`src/rtl/ecc_op_sequencer_pkg.sv`:
```
// Shared types and constants for the ECC operation sequencer.
//   seq_state_t : FSM state encoding
//   OP_*        : operation codes carried on ctrl/op_code
//   sel_for()   : maps an op code to the {FC_or_Dec, En_or_Dec} output selects
package ecc_seq_pkg;

  typedef enum logic [2:0] {
    IDLE,
    ENCODE,
    NOISE,
    DECODE,
    DONE
  } seq_state_t;

  localparam logic [1:0] OP_ENC = 2'd0;
  localparam logic [1:0] OP_DEC = 2'd1;
  localparam logic [1:0] OP_FC  = 2'd2;

  // Returns {FC_or_Dec, En_or_Dec}; codes 2 and 3 both mean full channel.
  function automatic logic [1:0] sel_for(input logic [1:0] op);
    if (op >= OP_FC)       return 2'b01;
    else if (op == OP_DEC) return 2'b11;
    else                   return 2'b00;
  endfunction

endpackage

```
`src/rtl/ecc_op_sequencer_if.sv`:
```
// Request/status bundle between the register block and the ECC sequencer.
//   master : register-block side (drives start, ctrl, done_ack)
//   slave  : sequencer side (drives status, selects and stage enables)
interface ecc_op_sequencer_if;
  logic       start;
  logic [1:0] ctrl;
  logic       done_ack;
  logic       busy;
  logic [1:0] op_code;
  logic       FC_or_Dec;
  logic       En_or_Dec;
  logic       enc_en;
  logic       noise_en;
  logic       dec_en;
  logic       done;
  logic       start_drop;

  modport master (
    output start, ctrl, done_ack,
    input  busy, op_code, FC_or_Dec, En_or_Dec, enc_en, noise_en, dec_en,
           done, start_drop
  );

  modport slave (
    input  start, ctrl, done_ack,
    output busy, op_code, FC_or_Dec, En_or_Dec, enc_en, noise_en, dec_en,
           done, start_drop
  );
endinterface

```
`src/rtl/ecc_op_sequencer_stage_timer.sv`:
```
// Stage duration down-counter.
//   clk, rst_n : clock, asynchronous active-low reset
//   load       : load load_val (takes priority over counting)
//   load_val   : stage length minus one
//   zero       : counter reads 0 (stage may exit); counting stops at 0
module seq_stage_timer #(
  parameter int unsigned WIDTH = 2
) (
  input  logic             clk,
  input  logic             rst_n,
  input  logic             load,
  input  logic [WIDTH-1:0] load_val,
  output logic             zero
);

  logic [WIDTH-1:0] cnt;

  always_ff @(posedge clk or negedge rst_n) begin
    if (!rst_n)          cnt <= '0;
    else if (load)       cnt <= load_val;
    else if (cnt != '0)  cnt <= cnt - WIDTH'(1);
  end

  assign zero = (cnt == '0);

endmodule

```
`src/rtl/ecc_op_sequencer.sv`:
```
// ECC datapath sequencer: accepts an op request, steps encode / noise /
// decode stages with one-hot enables and reports completion via done/ack.
//   PCLK, PRESETn : clock, asynchronous active-low reset
//   bus (slave)   : start/ctrl/done_ack in; busy, op_code, selects,
//                   stage enables, done, start_drop out (all registered)
module ecc_op_sequencer
  import ecc_seq_pkg::*;
#(
  parameter int unsigned ENC_CYCLES = 1,
  parameter int unsigned DEC_CYCLES = 2
) (
  input  logic               PCLK,
  input  logic               PRESETn,
  ecc_op_sequencer_if.slave  bus
);

  localparam int unsigned MAX_CYC = (ENC_CYCLES > DEC_CYCLES) ? ENC_CYCLES : DEC_CYCLES;
  localparam int unsigned TW      = $clog2(MAX_CYC + 1);
  localparam logic [TW-1:0] ENC_LOAD = TW'(ENC_CYCLES - 1);
  localparam logic [TW-1:0] DEC_LOAD = TW'(DEC_CYCLES - 1);

  seq_state_t    state, state_nxt;
  logic          accept;
  logic          t_load, t_zero;
  logic [TW-1:0] t_load_val;

  always_comb begin
    accept    = bus.start && (state == IDLE || (state == DONE && bus.done_ack));
    state_nxt = state;
    case (state)
      IDLE:    if (accept) state_nxt = (bus.ctrl == OP_DEC) ? DECODE : ENCODE;
      ENCODE:  if (t_zero) state_nxt = (bus.op_code == OP_ENC) ? DONE : NOISE;
      NOISE:   state_nxt = DECODE;
      DECODE:  if (t_zero) state_nxt = DONE;
      DONE: begin
        if (accept)            state_nxt = (bus.ctrl == OP_DEC) ? DECODE : ENCODE;
        else if (bus.done_ack) state_nxt = IDLE;
      end
      default: state_nxt = IDLE;
    endcase
    // A timed stage is (re)entered only from a different state, so the
    // timer load is simply "next state is timed and differs from current".
    t_load     = (state_nxt != state) && (state_nxt == ENCODE || state_nxt == DECODE);
    t_load_val = (state_nxt == ENCODE) ? ENC_LOAD : DEC_LOAD;
  end

  seq_stage_timer #(.WIDTH(TW)) u_timer (
    .clk      (PCLK),
    .rst_n    (PRESETn),
    .load     (t_load),
    .load_val (t_load_val),
    .zero     (t_zero)
  );

  // Outputs are decoded from the next state so they are registered yet
  // aligned with the state they describe.
  always_ff @(posedge PCLK or negedge PRESETn) begin
    if (!PRESETn) begin
      state          <= IDLE;
      bus.op_code    <= '0;
      bus.FC_or_Dec  <= 1'b0;
      bus.En_or_Dec  <= 1'b0;
      bus.enc_en     <= 1'b0;
      bus.noise_en   <= 1'b0;
      bus.dec_en     <= 1'b0;
      bus.done       <= 1'b0;
      bus.busy       <= 1'b0;
      bus.start_drop <= 1'b0;
    end else begin
      state          <= state_nxt;
      bus.enc_en     <= (state_nxt == ENCODE);
      bus.noise_en   <= (state_nxt == NOISE);
      bus.dec_en     <= (state_nxt == DECODE);
      bus.done       <= (state_nxt == DONE);
      bus.busy       <= (state_nxt != IDLE);
      bus.start_drop <= bus.start && !accept;
      if (accept) begin
        bus.op_code                    <= bus.ctrl;
        {bus.FC_or_Dec, bus.En_or_Dec} <= sel_for(bus.ctrl);
      end
    end
  end

endmodule

```
`src/flat_wrapper.sv`:
```
// flat-port wrapper written by rule: the top's interface ports become plain ports
module ecc_op_sequencer_flat import ecc_seq_pkg::*;
#(
  parameter int unsigned ENC_CYCLES = 1,
  parameter int unsigned DEC_CYCLES = 2
)
  (PCLK, PRESETn, bus_start, bus_ctrl, bus_done_ack, bus_busy, bus_op_code, bus_FC_or_Dec, bus_En_or_Dec, bus_enc_en, bus_noise_en, bus_dec_en, bus_done, bus_start_drop);
  ecc_op_sequencer_if bus_i ();
  input  logic PCLK;
  input  logic PRESETn;
  input wire logic [$bits(bus_i.start)-1:0] bus_start;
  input wire logic [$bits(bus_i.ctrl)-1:0] bus_ctrl;
  input wire logic [$bits(bus_i.done_ack)-1:0] bus_done_ack;
  output wire logic [$bits(bus_i.busy)-1:0] bus_busy;
  output wire logic [$bits(bus_i.op_code)-1:0] bus_op_code;
  output wire logic [$bits(bus_i.FC_or_Dec)-1:0] bus_FC_or_Dec;
  output wire logic [$bits(bus_i.En_or_Dec)-1:0] bus_En_or_Dec;
  output wire logic [$bits(bus_i.enc_en)-1:0] bus_enc_en;
  output wire logic [$bits(bus_i.noise_en)-1:0] bus_noise_en;
  output wire logic [$bits(bus_i.dec_en)-1:0] bus_dec_en;
  output wire logic [$bits(bus_i.done)-1:0] bus_done;
  output wire logic [$bits(bus_i.start_drop)-1:0] bus_start_drop;
  assign bus_i.start = bus_start;
  assign bus_i.ctrl = bus_ctrl;
  assign bus_i.done_ack = bus_done_ack;
  assign bus_busy = bus_i.busy;
  assign bus_op_code = bus_i.op_code;
  assign bus_FC_or_Dec = bus_i.FC_or_Dec;
  assign bus_En_or_Dec = bus_i.En_or_Dec;
  assign bus_enc_en = bus_i.enc_en;
  assign bus_noise_en = bus_i.noise_en;
  assign bus_dec_en = bus_i.dec_en;
  assign bus_done = bus_i.done;
  assign bus_start_drop = bus_i.start_drop;
  ecc_op_sequencer #(.ENC_CYCLES(ENC_CYCLES), .DEC_CYCLES(DEC_CYCLES)) u_core (.PCLK(PCLK), .PRESETn(PRESETn), .bus(bus_i));
endmodule
```
`config.mk`:
```
export PLATFORM = sky130hd
export DESIGN_NAME = ecc_op_sequencer_flat
export DESIGN_NICKNAME = d
export VERILOG_FILES = /design/src/rtl/ecc_op_sequencer_pkg.sv /design/src/rtl/ecc_op_sequencer_if.sv /design/src/rtl/ecc_op_sequencer_stage_timer.sv /design/src/rtl/ecc_op_sequencer.sv /design/src/flat_wrapper.sv
export SDC_FILE = /design/constraint.sdc
export NUM_CORES = 1
export LEC_CHECK = 0
export CAP_MARGIN = 20
export CELL_PAD_IN_SITES_DETAIL_PLACEMENT = 0
export CELL_PAD_IN_SITES_GLOBAL_PLACEMENT = 1
export CORE_MARGIN = 5
export CORE_UTILIZATION = 35
export CTS_CLUSTER_DIAMETER = 30
export DETAILED_ROUTE_END_ITERATION = 6
export GPL_ROUTABILITY_DRIVEN = 0
export PLACE_DENSITY = 0.82
export SLEW_MARGIN = 0
export SYNTH_ARGS = -nofsm -noshare
export SYNTH_HDL_FRONTEND = slang
export SYNTH_SLANG_ARGS = --single-unit
```
`constraint.sdc`:
```
create_clock -name PCLK -period 2.25 [get_ports PCLK]
set_input_delay 0.45 -clock PCLK [delete_from_list [all_inputs] [get_ports PCLK]]
set_output_delay 0.45 -clock PCLK [all_outputs]
set_load 0.02 [all_outputs]
```
==> flow_summary.ini, run 1 <==
[global_routing]
antenna_found_initial = 0
grt_usage_pct = 10.60
grt_pass1_wl_um = 2056
grt_start_max_net_pins = 16
grt_pass1_vias = 470
grt_overflow = 0

[route]
antenna_left = 0
drc_errors = 0
routed_wl_um = 1145
vias = 467
drt_iter0_markers = 5
dr.pass1.iters = 4
routedWlPerCell_um = 11.34
avgViaCountPerCell = 4.624

[logic_synthesis]
synth_most_common_cell = dfrtp_1
synth_area_leaders = dfrtp_1 (58%), nor2_1 (4.6%), mux2_2 (3.5%)
synth_top_area_share_pct = 58.03
synth_seq_cells = 15
ys_top_cells_by_count = dfrtp_1 (15), nor2_1 (8), inv_1 (4)
synth_compound_area_share_pct = 8.704
syn_area_per_cell_um2 = 11.15
synth_mux_area_share_pct = 5.029
yosys_warnings = 0
synth_top_family_by_area = simple AND/OR/NAND/NOR gates
synth_nets = 65
ys.flop_type = dfrtp_1
syn_inst = 58
ys_types = 27
synthesis.area_um2 = 646.9
yosysSeqAreaShare_pct = 58.03
synth_edf_count = 0
synthSimpleGateAreaFrac_pct = 21.86
synth_xor_area_share_pct = 1.354
synth_fa_ha_area_share_pct = 1.934
async_reset_ff_share_pct = 100.0
yosys.area.top_type = dfrtp_1

[cells_and_area]
final-instance-count-excl-fill = 101
fillerInstances = 164
area_delta_synth_final_pct = 31.33
nets = 84
final_util_pct = 48.67
antenna_cells = 0
drive_above_1_share_pct = 10.53

[cts]
clock_path_buffers = 2
htree_num_levels = 1
clk_pin_slew_ps = 80
clockRootBuffer = clkbuf_4
cts_resized = 0
cts_setup_buffers = 0
cts_num_sinks = 15
ctsHoldBuffers = 0
numCtsBuffers = 3
clk_latency_ps = 280
cts_tree = done

[sta]
finalClockSkew_ps = 6.386
slew_headroom_pct = 57.52
post-route-worst-setup-slack_ps = 397.5
fin_crit_ps = 1853
tns_ps = 0
finalCritPeriodShare_pct = 82.33
slew_viol_final = 0
rsz0062_at_grt = no
fmax_ghz = 0.5398
worstMarginPinSlew_ps = 635.2
final_hold_viol_count = 0
setup_viol = 0

[run]
drv_cap = 0

[floorplan]
start_util_pct = 37.06
dieHeight_um = 52.99
ios = 16
coreArea_um2 = 1745
std_cell_rows = 15
dieWidth_um = 52.99
dieArea_um2 = 2808

[setup_path]
critPathSlowestCell = dfrtp_1
critical_path_peak_fanout = 5
cp.buffers_inverters = 1
cp_data_required_time_ps = 2410
critPathCaptureType = flip-flop
critPathLaunchType = flip-flop
worstSetupPathType = flip-flop to flip-flop
max_stage_delay_ps = 410
critPathArrivalTime_ps = 2010
critPathTopFamily = simple AND/OR/NAND/NOR gates
crit_chain = inv_1 -> ha_1 -> nand2_2 -> and3b_1 -> or3_4 -> or3_1

[placed_design]
dp_hpwl_um = 917.8
portBuffers = 15
dp_cells = 97
dp_slack_ps = 191.1

[worst_hold_path]
hp-class = flip-flop to flip-flop

[power]
total_power_mw = 1.289
peakVddDrop_mv = 0.5877
powerDensity_nw_per_um2 = 1517
p_leak_nw = 0.4019

[outcome]
status = finished, final reports clean
-- cell families (layout without fill, tap and decap cells) --
family | Yosys count | count (layout)
compound gates | 8 | 8
fa+ha+maj | 1 | 1
buf+inv | 5 | 23
flops | 15 | 15
simple gates | 25 | 25
mux | 3 | 3
xor+xnor | 1 | 1
-- through the flow --
stage	area, um^2	hold WS, ps
floorplan	646.9	154.4
global placement	823.3	477.3
detailed placement	823.3	481.1
CTS	849.6	501.1
global route	849.6	528.5
finish	849.6	497.5
-- power breakdown --
part	total [mW]	leakage, nW	switching [mW]	internal (mW)
clock	0.148	0.0150	0.0796	0.0688
combinational	0.651	0.202	0.323	0.329
sequential	0.489	0.185	0.0934	0.396
total	1.29	0.402	0.496	0.793
-- layout by cell type (no fill, tap or decap), types with 2 or more instances in the layout --
master	synthesis	layout
a21o_1	2	2
a21oi_1	2	2
clkbuf_4	0	3
clkdlybuf4s50_1	0	15
dfrtp_1	15	15
inv_1	4	4
mux2_2	2	2
nand2_1	2	2
nor2_1	8	8
nor2b_1	2	2
nor4_1	2	2
o31ai_1	2	2
-- flip-flops by register name, summed over array words and instances (netlist names) --
signal / count
u_core.state: 3
u_core.bus.dec_en: 1
u_core.bus.start_drop: 1
u_core.bus.noise_en: 1
u_core.bus.op_code: 2
u_core.bus.busy: 1
u_core.bus.done: 1
u_core.bus.enc_en: 1
u_core.u_timer.cnt: 2
u_core.bus.FC_or_Dec: 1
u_core.bus.En_or_Dec: 1
-- worst reg2reg max path: stages (launching register included) --
cell and delay (ps):
dfrtp_1 410, inv_1 60, ha_1 260, nand2_2 110
and3b_1 190, or3_4 370, or3_1 340
-- path summary, 6_finish.rpt --
path                                  startpoint               endpoint  slack, ps  cells past startpoint
max reg2reg                u_core.u_timer.cnt[0]        u_core.bus.busy        400                      6
max in group asynchronous                PRESETn  u_core.bus.start_drop       1280                      1
min in group asynchronous                PRESETn      u_core.bus.dec_en        560                      1
min                         u_core.bus.FC_or_Dec   u_core.bus.FC_or_Dec        500                      1
max                        u_core.u_timer.cnt[0]        u_core.bus.busy        400                      6
min reg2reg                 u_core.bus.FC_or_Dec   u_core.bus.FC_or_Dec        500                      1
-- cell type report --
type	count	area, um^2	share of cell area (%)
multi-input combinational	38	251.5	29.60
inverter	4	15.01	1.767
tap	25	31.28	3.682
clock buffer	4	26.28	3.093
sequential	15	375.4	44.18
timing repair buffer	15	150.1	17.67
-- routing by layer --
metal | share of wire (%) | global-route usage, % | vias to the layer above
met5 | 0 | 0 | -
met4 | 0 | 5.106 | 0
met3 | 4.7 | 5.915 | 0
met2 | 50 | 16.74 | 9
met1 | 45 | 11.34 | 221
li1 | - | - | 237
Note: power is estimated with default switching activity, not from simulation.
==> run 2, diff against run 1 <==
clock period = 1.75 ns   (was 2.25 ns; I/O delays follow)
==> flow_summary.ini, run 2 (synthesis gave the netlist of run 1 again) <==
[outcome]
status = finished, final reports clean

[power]
total_power_mw = 1.815
peakVddDrop_mv = 0.7975
p_leak_nw = 0.4574
powerDensity_nw_per_um2 = 1939

[cells_and_area]
nets = 95
reg.largest.list = u_core.state x3, u_core.bus.op_code x2, u_core.u_timer.cnt x2
drive_above_1_share_pct = 24.14
final_area_um2 = 935.9
area_delta_synth_final_pct = 44.68
antenna_cells = 0
final_cell_mix = clkdlybuf4s50_1 (15), dfrtp_1 (15), buf_4 (11), nor2_1 (8), inv_1 (4)
largest_reg_flops = 3
regMostFlops = u_core.state

[sta]
slew_viol_final = 0
finalCritPeriodShare_pct = 95.16
final_hold_viol_count = 0
finalClockSkew_ps = 0.8329
slew_headroom_pct = 68.79
worstMarginPinSlew_ps = 463.9
setup_viol = 0
timing.hold.ws_ps = 366.4
fin_crit_ps = 1665
fmax_ghz = 0.6005

[floorplan]
dieWidth_um = 52.99
std_cell_rows = 15
dieHeight_um = 52.99
ios = 16
start_util_pct = 37.06
dieArea_um2 = 2808
coreArea_um2 = 1745

[cts]
cts_tree = done
clk_latency_ps = 290
clk_pin_slew_ps = 90
htree_num_levels = 1
cts_num_sinks = 15
ctsHoldBuffers = 0
clock_path_buffers = 2
numCtsBuffers = 3
clockRootBuffer = clkbuf_4

[route]
antenna_left = 0
vias = 511
avgViaCountPerCell = 4.563
routedWlPerCell_um = 11.41
dr.pass1.iters = 2
drc_errors = 0
drt_iter0_markers = 1
routed_wl_um = 1278

[setup_path]
critPathLaunchType = flip-flop
cp_data_required_time_ps = 1920
critical_path_peak_fanout = 4
critPathArrivalTime_ps = 1840
critPathCaptureType = flip-flop
worstSetupPathType = flip-flop to flip-flop

[placed_design]
portBuffers = 15
dp_hpwl_um = 966
dpl_cell_area_um2 = 890.9

[run]
drv_cap = 0

[global_routing]
grt_usage_pct = 10.82
grt_pass1_wl_um = 2118
grt_start_max_net_pins = 16
grt_overflow = 0
antenna_found_initial = 0
grt_pass1_vias = 495

[worst_hold_path]
hp-class = primary input to async pin
==> run 2: changes by cell type in the layout (fill, tap and decap cells not counted), sizes merged <==
cell    previous run  this run
buf                0        11
clkinv             0         1
clkbuf             4         3
==> run 2: final timing paths <==
kind / from / endpoint / slack (ps) / cells past startpoint
max: u_core.u_timer.cnt[0] / u_core.bus.busy / 80 / 6
min: PRESETn / u_core.bus.enc_en / 370 / 2
max reg2reg: u_core.u_timer.cnt[0] / u_core.bus.busy / 80 / 6
min reg2reg: u_core.bus.FC_or_Dec / u_core.bus.FC_or_Dec / 500 / 1
max in group asynchronous: PRESETn / u_core.bus.start_drop / 1220 / 2
min in group PCLK: u_core.bus.FC_or_Dec / u_core.bus.FC_or_Dec / 500 / 1
==> run 2: stage by stage <==
stage | worst slack [ps] | cells | TNS, ps | util, %
after floorplan | 11.14 | 58 | 0 | -
after global placement | -180.5 | 106 | -653.3 | 51.04
after detailed placement | -189.9 | 106 | -713.4 | 51.04
after CTS | 16.25 | 110 | 0 | 52.62
after global routing | -8.422 | 112 | -8.422 | 53.62
final | 84.71 | 112 | 0 | 53.62
==> run 2: what timing repair did <==
item | 4_1_cts | 5_1_grt
buffers inserted | 0 | 2
gates resized for setup | 0 | 1
hold endpoints to repair | 0 | 0
endpoints found under the setup margin | 0 | 1
==> run 2: per-layer routing <==
layer / wire length, um / part of all wire (%) / GRT usage [%] / up-vias
li1: - / - / - / 255
met1: 563 / 44 / 12.17 / 241
met2: 624 / 49 / 17.77 / 10
met3: 60 / 4.7 / 4.225 / 5
met4: 30 / 2.3 / 5.106 / 0
met5: 0 / 0 / 0 / -
==> run 2: final cells by class <==
type | count | area (um^2)
fillers | 170 | 809.5
multi-input cells | 38 | 254.0
clock buffers | 3 | 22.52
well taps | 25 | 31.28
inverters | 4 | 15.01
clock inverters | 1 | 5.005
flip-flops and latches | 15 | 375.4
repair buffers | 26 | 232.7
==> run 2: power by group <==
| group | internal, mW | switching (mW) | leakage (nW) |
|---|---|---|---|
| logic | 0.544 | 0.445 | 0.254 |
| clock network | 0.0850 | 0.113 | 0.0177 |
| registers | 0.509 | 0.120 | 0.185 |
==> run 2: worst max-delay path, cell delays in order (launching register included) <==
cell and delay, ps:
dfrtp_1 400, inv_1 60, ha_2 180, nand2_2 70
and3b_1 180, or3_4 360, or3_1 300
